===== src/rtl/kamacore_forwarding_unit_if.sv =====
// Operand-forwarding bus between the ID/pipeline control (master) and the forwarding unit (slave).
interface kamacore_forwarding_unit_if #(
    parameter int CPU_WIDTH      = 32,
    parameter int REG_ADDR_WIDTH = 5
);
    logic [REG_ADDR_WIDTH-1:0] rs1_a;
    logic [REG_ADDR_WIDTH-1:0] rs2_a;
    logic [CPU_WIDTH-1:0]      rs1_data_original;
    logic [CPU_WIDTH-1:0]      rs2_data_original;
    logic [CPU_WIDTH-1:0]      rs1_data_forwarded;
    logic [CPU_WIDTH-1:0]      rs2_data_forwarded;
    logic                      issue_valid;
    logic                      issue_rd_we;
    logic [REG_ADDR_WIDTH-1:0] issue_rd_a;
    logic                      issue_is_load;
    logic                      flush;
    logic                      ex_rd_we;
    logic                      ex_is_load;
    logic [REG_ADDR_WIDTH-1:0] ex_rd_a;
    logic [CPU_WIDTH-1:0]      ex_rd_data;
    logic                      mem_rd_we;
    logic                      mem_is_load;
    logic [REG_ADDR_WIDTH-1:0] mem_rd_a;
    logic [CPU_WIDTH-1:0]      mem_rd_data;
    logic                      wb_rd_we;
    logic [REG_ADDR_WIDTH-1:0] wb_rd_a;
    logic [CPU_WIDTH-1:0]      wb_rd_data;
    logic                      stall;
    logic                      stall_timeout;

    modport master (
        output rs1_a, rs2_a, rs1_data_original, rs2_data_original,
        output issue_valid, issue_rd_we, issue_rd_a, issue_is_load, flush,
        output ex_rd_we, ex_is_load, ex_rd_a, ex_rd_data,
        output mem_rd_we, mem_is_load, mem_rd_a, mem_rd_data,
        output wb_rd_we, wb_rd_a, wb_rd_data,
        input  rs1_data_forwarded, rs2_data_forwarded, stall, stall_timeout
    );

    modport slave (
        input  rs1_a, rs2_a, rs1_data_original, rs2_data_original,
        input  issue_valid, issue_rd_we, issue_rd_a, issue_is_load, flush,
        input  ex_rd_we, ex_is_load, ex_rd_a, ex_rd_data,
        input  mem_rd_we, mem_is_load, mem_rd_a, mem_rd_data,
        input  wb_rd_we, wb_rd_a, wb_rd_data,
        output rs1_data_forwarded, rs2_data_forwarded, stall, stall_timeout
    );
endinterface


===== src/rtl/kamacore_forwarding_unit.sv =====
// Resolves ID source operands against EX/MEM/WB results, tracks outstanding loads
// for load-use stalls, and flags a pipeline stuck in stall.
module kamacore_forwarding_unit #(
    parameter int CPU_WIDTH      = 32,
    parameter int REG_ADDR_WIDTH = 5,
    parameter int STALL_TIMEOUT  = 64
) (
    input  logic                         clk,
    input  logic                         rst,
    kamacore_forwarding_unit_if.slave    bus
);
    localparam int          NUM_REGS  = 2 ** REG_ADDR_WIDTH;
    localparam logic [15:0] TIMEOUT_C = 16'(STALL_TIMEOUT);

    logic [NUM_REGS-1:0] pending_r;
    logic [NUM_REGS-1:0] pending_next_s;
    logic [15:0]         stall_cnt_r;
    logic [15:0]         stall_cnt_next_s;
    logic                stall_timeout_r;
    logic                stall_s;
    logic                hazard1_s;
    logic                hazard2_s;
    logic                issue_set_s;

    // Youngest in-flight producer wins; loads in EX/MEM have no data yet.
    function automatic logic [CPU_WIDTH-1:0] forward_sel(
        input logic [REG_ADDR_WIDTH-1:0] rs_a,
        input logic [CPU_WIDTH-1:0]      original
    );
        logic [CPU_WIDTH-1:0] result;
        if (rs_a == {REG_ADDR_WIDTH{1'b0}}) begin
            result = {CPU_WIDTH{1'b0}};
        end else if (bus.ex_rd_we && !bus.ex_is_load && (bus.ex_rd_a == rs_a)) begin
            result = bus.ex_rd_data;
        end else if (bus.mem_rd_we && !bus.mem_is_load && (bus.mem_rd_a == rs_a)) begin
            result = bus.mem_rd_data;
        end else if (bus.wb_rd_we && (bus.wb_rd_a == rs_a)) begin
            result = bus.wb_rd_data;
        end else begin
            result = original;
        end
        return result;
    endfunction

    assign bus.rs1_data_forwarded = forward_sel(bus.rs1_a, bus.rs1_data_original);
    assign bus.rs2_data_forwarded = forward_sel(bus.rs2_a, bus.rs2_data_original);

    // A source that is being written back this cycle is satisfied by forwarding.
    always_comb begin
        hazard1_s = (bus.rs1_a != {REG_ADDR_WIDTH{1'b0}}) && pending_r[bus.rs1_a]
                    && !(bus.wb_rd_we && (bus.wb_rd_a == bus.rs1_a));
        hazard2_s = (bus.rs2_a != {REG_ADDR_WIDTH{1'b0}}) && pending_r[bus.rs2_a]
                    && !(bus.wb_rd_we && (bus.wb_rd_a == bus.rs2_a));
        stall_s   = rst && (hazard1_s || hazard2_s);
    end

    assign bus.stall         = stall_s;
    assign bus.stall_timeout = stall_timeout_r;

    // Scoreboard next state: clear on writeback first so a same-index set overrides it.
    always_comb begin
        pending_next_s = pending_r;
        issue_set_s    = bus.issue_valid && bus.issue_rd_we && bus.issue_is_load
                         && (bus.issue_rd_a != {REG_ADDR_WIDTH{1'b0}})
                         && !bus.flush && !stall_s;
        if (bus.wb_rd_we) begin
            pending_next_s[bus.wb_rd_a] = 1'b0;
        end else begin
            pending_next_s = pending_next_s;
        end
        if (issue_set_s) begin
            pending_next_s[bus.issue_rd_a] = 1'b1;
        end else begin
            pending_next_s = pending_next_s;
        end
        pending_next_s[0] = 1'b0;
    end

    // Watchdog counter next state, saturating while stalled.
    always_comb begin
        stall_cnt_next_s = 16'd0;
        if (stall_s) begin
            if (stall_cnt_r == 16'hFFFF) begin
                stall_cnt_next_s = stall_cnt_r;
            end else begin
                stall_cnt_next_s = stall_cnt_r + 16'd1;
            end
        end else begin
            stall_cnt_next_s = 16'd0;
        end
    end

    // State registers: scoreboard, watchdog counter and sticky timeout flag.
    always_ff @(posedge clk) begin
        if (!rst) begin
            pending_r       <= {NUM_REGS{1'b0}};
            stall_cnt_r     <= 16'd0;
            stall_timeout_r <= 1'b0;
        end else begin
            pending_r   <= pending_next_s;
            stall_cnt_r <= stall_cnt_next_s;
            if (stall_s && (stall_cnt_next_s == TIMEOUT_C)) begin
                stall_timeout_r <= 1'b1;
            end else begin
                stall_timeout_r <= stall_timeout_r;
            end
        end
    end
endmodule


===== src/flat_wrapper.sv =====
// flat-port wrapper written by rule: the top's interface ports become plain ports
module kamacore_forwarding_unit_flat 
#(
    parameter int CPU_WIDTH      = 32,
    parameter int REG_ADDR_WIDTH = 5,
    parameter int STALL_TIMEOUT  = 64
)
  (clk, rst, bus_rs1_a, bus_rs2_a, bus_rs1_data_original, bus_rs2_data_original, bus_issue_valid, bus_issue_rd_we, bus_issue_rd_a, bus_issue_is_load, bus_flush, bus_ex_rd_we, bus_ex_is_load, bus_ex_rd_a, bus_ex_rd_data, bus_mem_rd_we, bus_mem_is_load, bus_mem_rd_a, bus_mem_rd_data, bus_wb_rd_we, bus_wb_rd_a, bus_wb_rd_data, bus_rs1_data_forwarded, bus_rs2_data_forwarded, bus_stall, bus_stall_timeout);
  kamacore_forwarding_unit_if #(.CPU_WIDTH(CPU_WIDTH), .REG_ADDR_WIDTH(REG_ADDR_WIDTH)) bus_i ();
  input  logic clk;
  input  logic rst;
  input wire logic [$bits(bus_i.rs1_a)-1:0] bus_rs1_a;
  input wire logic [$bits(bus_i.rs2_a)-1:0] bus_rs2_a;
  input wire logic [$bits(bus_i.rs1_data_original)-1:0] bus_rs1_data_original;
  input wire logic [$bits(bus_i.rs2_data_original)-1:0] bus_rs2_data_original;
  input wire logic [$bits(bus_i.issue_valid)-1:0] bus_issue_valid;
  input wire logic [$bits(bus_i.issue_rd_we)-1:0] bus_issue_rd_we;
  input wire logic [$bits(bus_i.issue_rd_a)-1:0] bus_issue_rd_a;
  input wire logic [$bits(bus_i.issue_is_load)-1:0] bus_issue_is_load;
  input wire logic [$bits(bus_i.flush)-1:0] bus_flush;
  input wire logic [$bits(bus_i.ex_rd_we)-1:0] bus_ex_rd_we;
  input wire logic [$bits(bus_i.ex_is_load)-1:0] bus_ex_is_load;
  input wire logic [$bits(bus_i.ex_rd_a)-1:0] bus_ex_rd_a;
  input wire logic [$bits(bus_i.ex_rd_data)-1:0] bus_ex_rd_data;
  input wire logic [$bits(bus_i.mem_rd_we)-1:0] bus_mem_rd_we;
  input wire logic [$bits(bus_i.mem_is_load)-1:0] bus_mem_is_load;
  input wire logic [$bits(bus_i.mem_rd_a)-1:0] bus_mem_rd_a;
  input wire logic [$bits(bus_i.mem_rd_data)-1:0] bus_mem_rd_data;
  input wire logic [$bits(bus_i.wb_rd_we)-1:0] bus_wb_rd_we;
  input wire logic [$bits(bus_i.wb_rd_a)-1:0] bus_wb_rd_a;
  input wire logic [$bits(bus_i.wb_rd_data)-1:0] bus_wb_rd_data;
  output wire logic [$bits(bus_i.rs1_data_forwarded)-1:0] bus_rs1_data_forwarded;
  output wire logic [$bits(bus_i.rs2_data_forwarded)-1:0] bus_rs2_data_forwarded;
  output wire logic [$bits(bus_i.stall)-1:0] bus_stall;
  output wire logic [$bits(bus_i.stall_timeout)-1:0] bus_stall_timeout;
  assign bus_i.rs1_a = bus_rs1_a;
  assign bus_i.rs2_a = bus_rs2_a;
  assign bus_i.rs1_data_original = bus_rs1_data_original;
  assign bus_i.rs2_data_original = bus_rs2_data_original;
  assign bus_i.issue_valid = bus_issue_valid;
  assign bus_i.issue_rd_we = bus_issue_rd_we;
  assign bus_i.issue_rd_a = bus_issue_rd_a;
  assign bus_i.issue_is_load = bus_issue_is_load;
  assign bus_i.flush = bus_flush;
  assign bus_i.ex_rd_we = bus_ex_rd_we;
  assign bus_i.ex_is_load = bus_ex_is_load;
  assign bus_i.ex_rd_a = bus_ex_rd_a;
  assign bus_i.ex_rd_data = bus_ex_rd_data;
  assign bus_i.mem_rd_we = bus_mem_rd_we;
  assign bus_i.mem_is_load = bus_mem_is_load;
  assign bus_i.mem_rd_a = bus_mem_rd_a;
  assign bus_i.mem_rd_data = bus_mem_rd_data;
  assign bus_i.wb_rd_we = bus_wb_rd_we;
  assign bus_i.wb_rd_a = bus_wb_rd_a;
  assign bus_i.wb_rd_data = bus_wb_rd_data;
  assign bus_rs1_data_forwarded = bus_i.rs1_data_forwarded;
  assign bus_rs2_data_forwarded = bus_i.rs2_data_forwarded;
  assign bus_stall = bus_i.stall;
  assign bus_stall_timeout = bus_i.stall_timeout;
  kamacore_forwarding_unit #(.CPU_WIDTH(CPU_WIDTH), .REG_ADDR_WIDTH(REG_ADDR_WIDTH), .STALL_TIMEOUT(STALL_TIMEOUT)) u_core (.clk(clk), .rst(rst), .bus(bus_i));
endmodule

===== config.mk =====
export PLATFORM = sky130hd
export DESIGN_NAME = kamacore_forwarding_unit_flat
export DESIGN_NICKNAME = d
export VERILOG_FILES = /design/src/rtl/kamacore_forwarding_unit_if.sv /design/src/rtl/kamacore_forwarding_unit.sv /design/src/flat_wrapper.sv
export SDC_FILE = /design/constraint.sdc
export NUM_CORES = 1
export LEC_CHECK = 0
export BUFFER_PORTS_ARGS = -buffer_cell sky130_fd_sc_hd__buf_2
export CAP_MARGIN = 25
export CORE_MARGIN = 4
export CORE_UTILIZATION = 52
export CTS_CLUSTER_DIAMETER = 150
export DETAILED_ROUTE_END_ITERATION = 8
export GPL_ROUTABILITY_DRIVEN = 0
export HOLD_SLACK_MARGIN = 0.12
export PLACE_DENSITY = 0.89
export SYNTH_ARGS = -nofsm -noshare
export SYNTH_HDL_FRONTEND = slang
export SYNTH_SLANG_ARGS = --single-unit

===== constraint.sdc =====
create_clock -name clk -period 5.05 [get_ports clk]
set_clock_uncertainty 0.2 [all_clocks]
set_input_delay 1.01 -clock clk [delete_from_list [all_inputs] [get_ports clk]]
set_output_delay 1.01 -clock clk [all_outputs]
set_load 0.01 [all_outputs]

==> results_dict.tcl <==
set metrics [dict create \
    slowest_stage "and3_2" \
    r2r_slack_ns 2.23 \
    cp.buffers_inverters 3 \
    grt_max_degree 63 \
    path_max_fanout 18 \
    finalSetupViolCount 0 \
    wl_um 21030 \
    multi_input_area_mm2 0.004268 \
    cts_sinks 48 \
    tightest_slew_ns 0.5445 \
    core_mm2 0.01037 \
    htreeDepth 2 \
    cpMostUsedCell "buf_2" \
    cp-start-kind "input port" \
    syn_avg_cell_area_um2 7.384 \
    hold_buffers 0 \
    vias 6871 \
    die_x_um 111.2 \
    overflow 0 \
    maxCapViolCount 0 \
    worstPathRequired_ns 3.84 \
    dr_wl_met3_um 2028 \
    slew_viol_final 0 \
    viasPerCell 6.224 \
    cts_made_buffers 5 \
    hpwl_um 16070 \
    status "finished, final reports clean" \
    critPathTopFamily "simple AND/OR/NAND/NOR gates" \
    floorplan.initialDensity 0.5340 \
    ios 267 \
    worstHoldEndpoint "u_core.pending_r[9]" \
    worstPathCellList "buf_2 > xor2_1 > nor4_1 > and3_2 > buf_12 > mux2i_1 > a211o_1 > a21oi_1 > buf_2" \
    finalHoldViolCount 0 \
    fmax_mhz 223.0 \
    antenna_found_initial 3 \
    pre_cts_slack_ns 0.5594 \
    clk_pin_slew_worst_paths_ns 0.10 \
    dr.pass1.iters 7 \
    p_leak_nw 3.257 \
    hp-class "reg -> reg" \
    port_buffers 266 \
    clock-root-buffer "clkbuf_8" \
    hold_path_depth 2 \
    finalPower_mw 1.003 \
    timing.slew.headroom 0.6331 \
    holdCritStartpoint "u_core.pending_r[9]" \
    synth_nets 952 \
    met1Wirelength_um 7750 \
    fin_crit_sh 0.8879 \
    cts_tree "done" \
    dieHeight_um 111.2 \
    die-area_mm2 0.01236 \
    nFillCells 887 \
    worst_slack_ns 0.5661 \
    final_core_util 0.6756 \
    grt_pass1_vias 6454 \
    whs_ns 0.2851 \
    ys_seq_elements 48 \
    synth-main-ff-cell "dfxtp_1" \
    synth_cells 750 \
    remaining_drc_errors 0 \
    clockBufferDepth 2 \
    cpPeakStageDelay_ns 0.57 \
    crit_type "in -> out" \
    cts_setup_buffers 0 \
    pwr_density_cell_mw_per_mm2 143.2 \
    area_delta_synth_final_pct 26.50 \
    synth.yosys.warnings 0 \
    ys_types 47 \
    num_rows 37 \
    r2r_cells 7 \
    yosysSeqAreaShare 0.1735 \
    layout-drive-gt1-share 0.3230 \
    nNetsFinal 1167 \
    ant_nets 0 \
    setup_tns_ns 0 \
    synth-edff-count 0 \
    crit_path_end_kind "output pin" \
    routed.top_layer "met5" \
    post-route-min-period_ns 4.484 \
    wl_met2_um 10040 \
    clock_latency_ns 0.31 \
    arrival_ns 3.27 \
    synth-async-reset-ratio 0 \
    grt_setup_unrepaired "false" \
    drt_iter0_markers 1103 \
    netlist_area_mm2 0.005538 \
    worstReg2RegEnd "u_core.bus.stall_timeout" \
    peakVddDrop_uv 165.8 \
    rr_startpoint "u_core.stall_cnt_r[0]" \
    grtUsageTotal 0.3188 \
    grt_pass1_wl_um 32640 \
    seq_area_um2 960.9 \
    wl_per_cell_um 19.05 \
    cts_resized 0 \
]
==> cell usage after synthesis (all sizes together) (2+ instances only) <==
cell	n	area share
a211o	65	0.10
a21oi	65	0.059
a221oi	2	0.0032
and2	3	0.0034
and3	3	0.0034
buf	20	0.024
clkbuf	50	0.034
dfxtp	48	0.17
inv	5	0.0038
mux2	3	0.0061
mux2i	75	0.14
mux4	14	0.059
nand2	88	0.060
nand2b	10	0.011
nand3	25	0.023
nand3b	7	0.0095
nand4	10	0.011
nand4b	2	0.0032
nor2	103	0.070
nor2b	7	0.0079
nor3	7	0.0063
nor3b	3	0.0041
nor4	7	0.0079
o211ai	25	0.034
o21ai	12	0.011
o31ai	30	0.041
or3	2	0.0023
or4	6	0.0081
xnor2	18	0.028
xor2	24	0.038
==> cell usage in the layout, fill, tap and decap left out, types with 11 or more instances in the layout <==
master    instances
nand2_1          88
buf_2           266
a21oi_1          65
nor2_1          101
dfxtp_1          48
a211o_1          65
o31ai_1          30
xnor2_1          18
mux4_2           11
nand3_1          22
mux2i_1          75
xor2_1           24
o211ai_1         25
==> worst min-delay path, delay by kind of cell, from the launching register on <==
| kind | cells | cell delay (ns) |
|---|---|---|
| flip-flops | 1 | 0.33 |
| AND/OR/NAND/NOR | 1 | 0.06 |
| AO/OA/AOI/OAI | 1 | 0.06 |
==> final cells by class <==
| type | count | area share |
|---|---|---|
| antenna | 2 | 0.0007144 |
| clock buffer | 6 | 0.01179 |
| clock inverter | 2 | 0.001965 |
| inverter | 5 | 0.003036 |
| multi-input combinational | 627 | 0.6092 |
| sequential | 48 | 0.1372 |
| tap | 136 | 0.02429 |
| timing repair buffer | 278 | 0.2118 |
==> metrics by stage <==
stage	instances	cell area, um2
finish	1104	7005
floorplan	750	5538
CTS	1102	7000
global placement	1094	6904
global route	1104	7005
detailed placement	1094	6904
==> report_power, final <==
| group | switching, mW | total (mW) | internal [mW] |
|---|---|---|---|
| combinational | 0.196 | 0.371 | 0.175 |
| clock | 0.138 | 0.250 | 0.112 |
| sequential | 0.00269 | 0.383 | 0.380 |
==> metal layers <==
layer  vias up  GRT usage
met3        92    0.06004
met5         -          0
met1      3139     0.3845
li1       3195          -
met2       443     0.5287
met4         2     0.1833
==> how the worst max path moves through the flow <==
stage                       from                    endpoint  slack, ns  depth (start not counted)
floorplan           bus_rs1_a[2]   bus_rs1_data_forwarded[0]       1.04                          7
global placement    bus_rs2_a[0]                   bus_stall       0.63                          8
detailed placement  bus_rs2_a[0]  bus_rs2_data_forwarded[14]       0.56                          9
CTS                 bus_rs2_a[0]                   bus_stall       0.56                          8
global route        bus_rs2_a[0]  bus_rs2_data_forwarded[30]       0.27                          9
finish              bus_rs2_a[0]  bus_rs2_data_forwarded[28]       0.57                          9
==> sequential cells by signal, summed over array words and instances, names as in the netlist <==
register                  cells
u_core.pending_r             31
u_core.stall_cnt_r           16
u_core.bus.stall_timeout      1
==> cells by family (layout without fill, tap and decap cells) <==
family | after synthesis | count (layout) | share of synthesized area
AOI/OAI and AO/OA | 204 | 204 | 0.2573
xor gates and xnor gates | 42 | 42 | 0.06643
adders and majority gates | 1 | 1 | 0.002259
buffers and inverters | 75 | 291 | 0.06146
DFF | 48 | 48 | 0.1735
muxes | 92 | 92 | 0.2006
other | 0 | 2 | 0
and+or+nand+nor | 288 | 288 | 0.2384
Note: power is estimated with default switching activity, not from simulation.
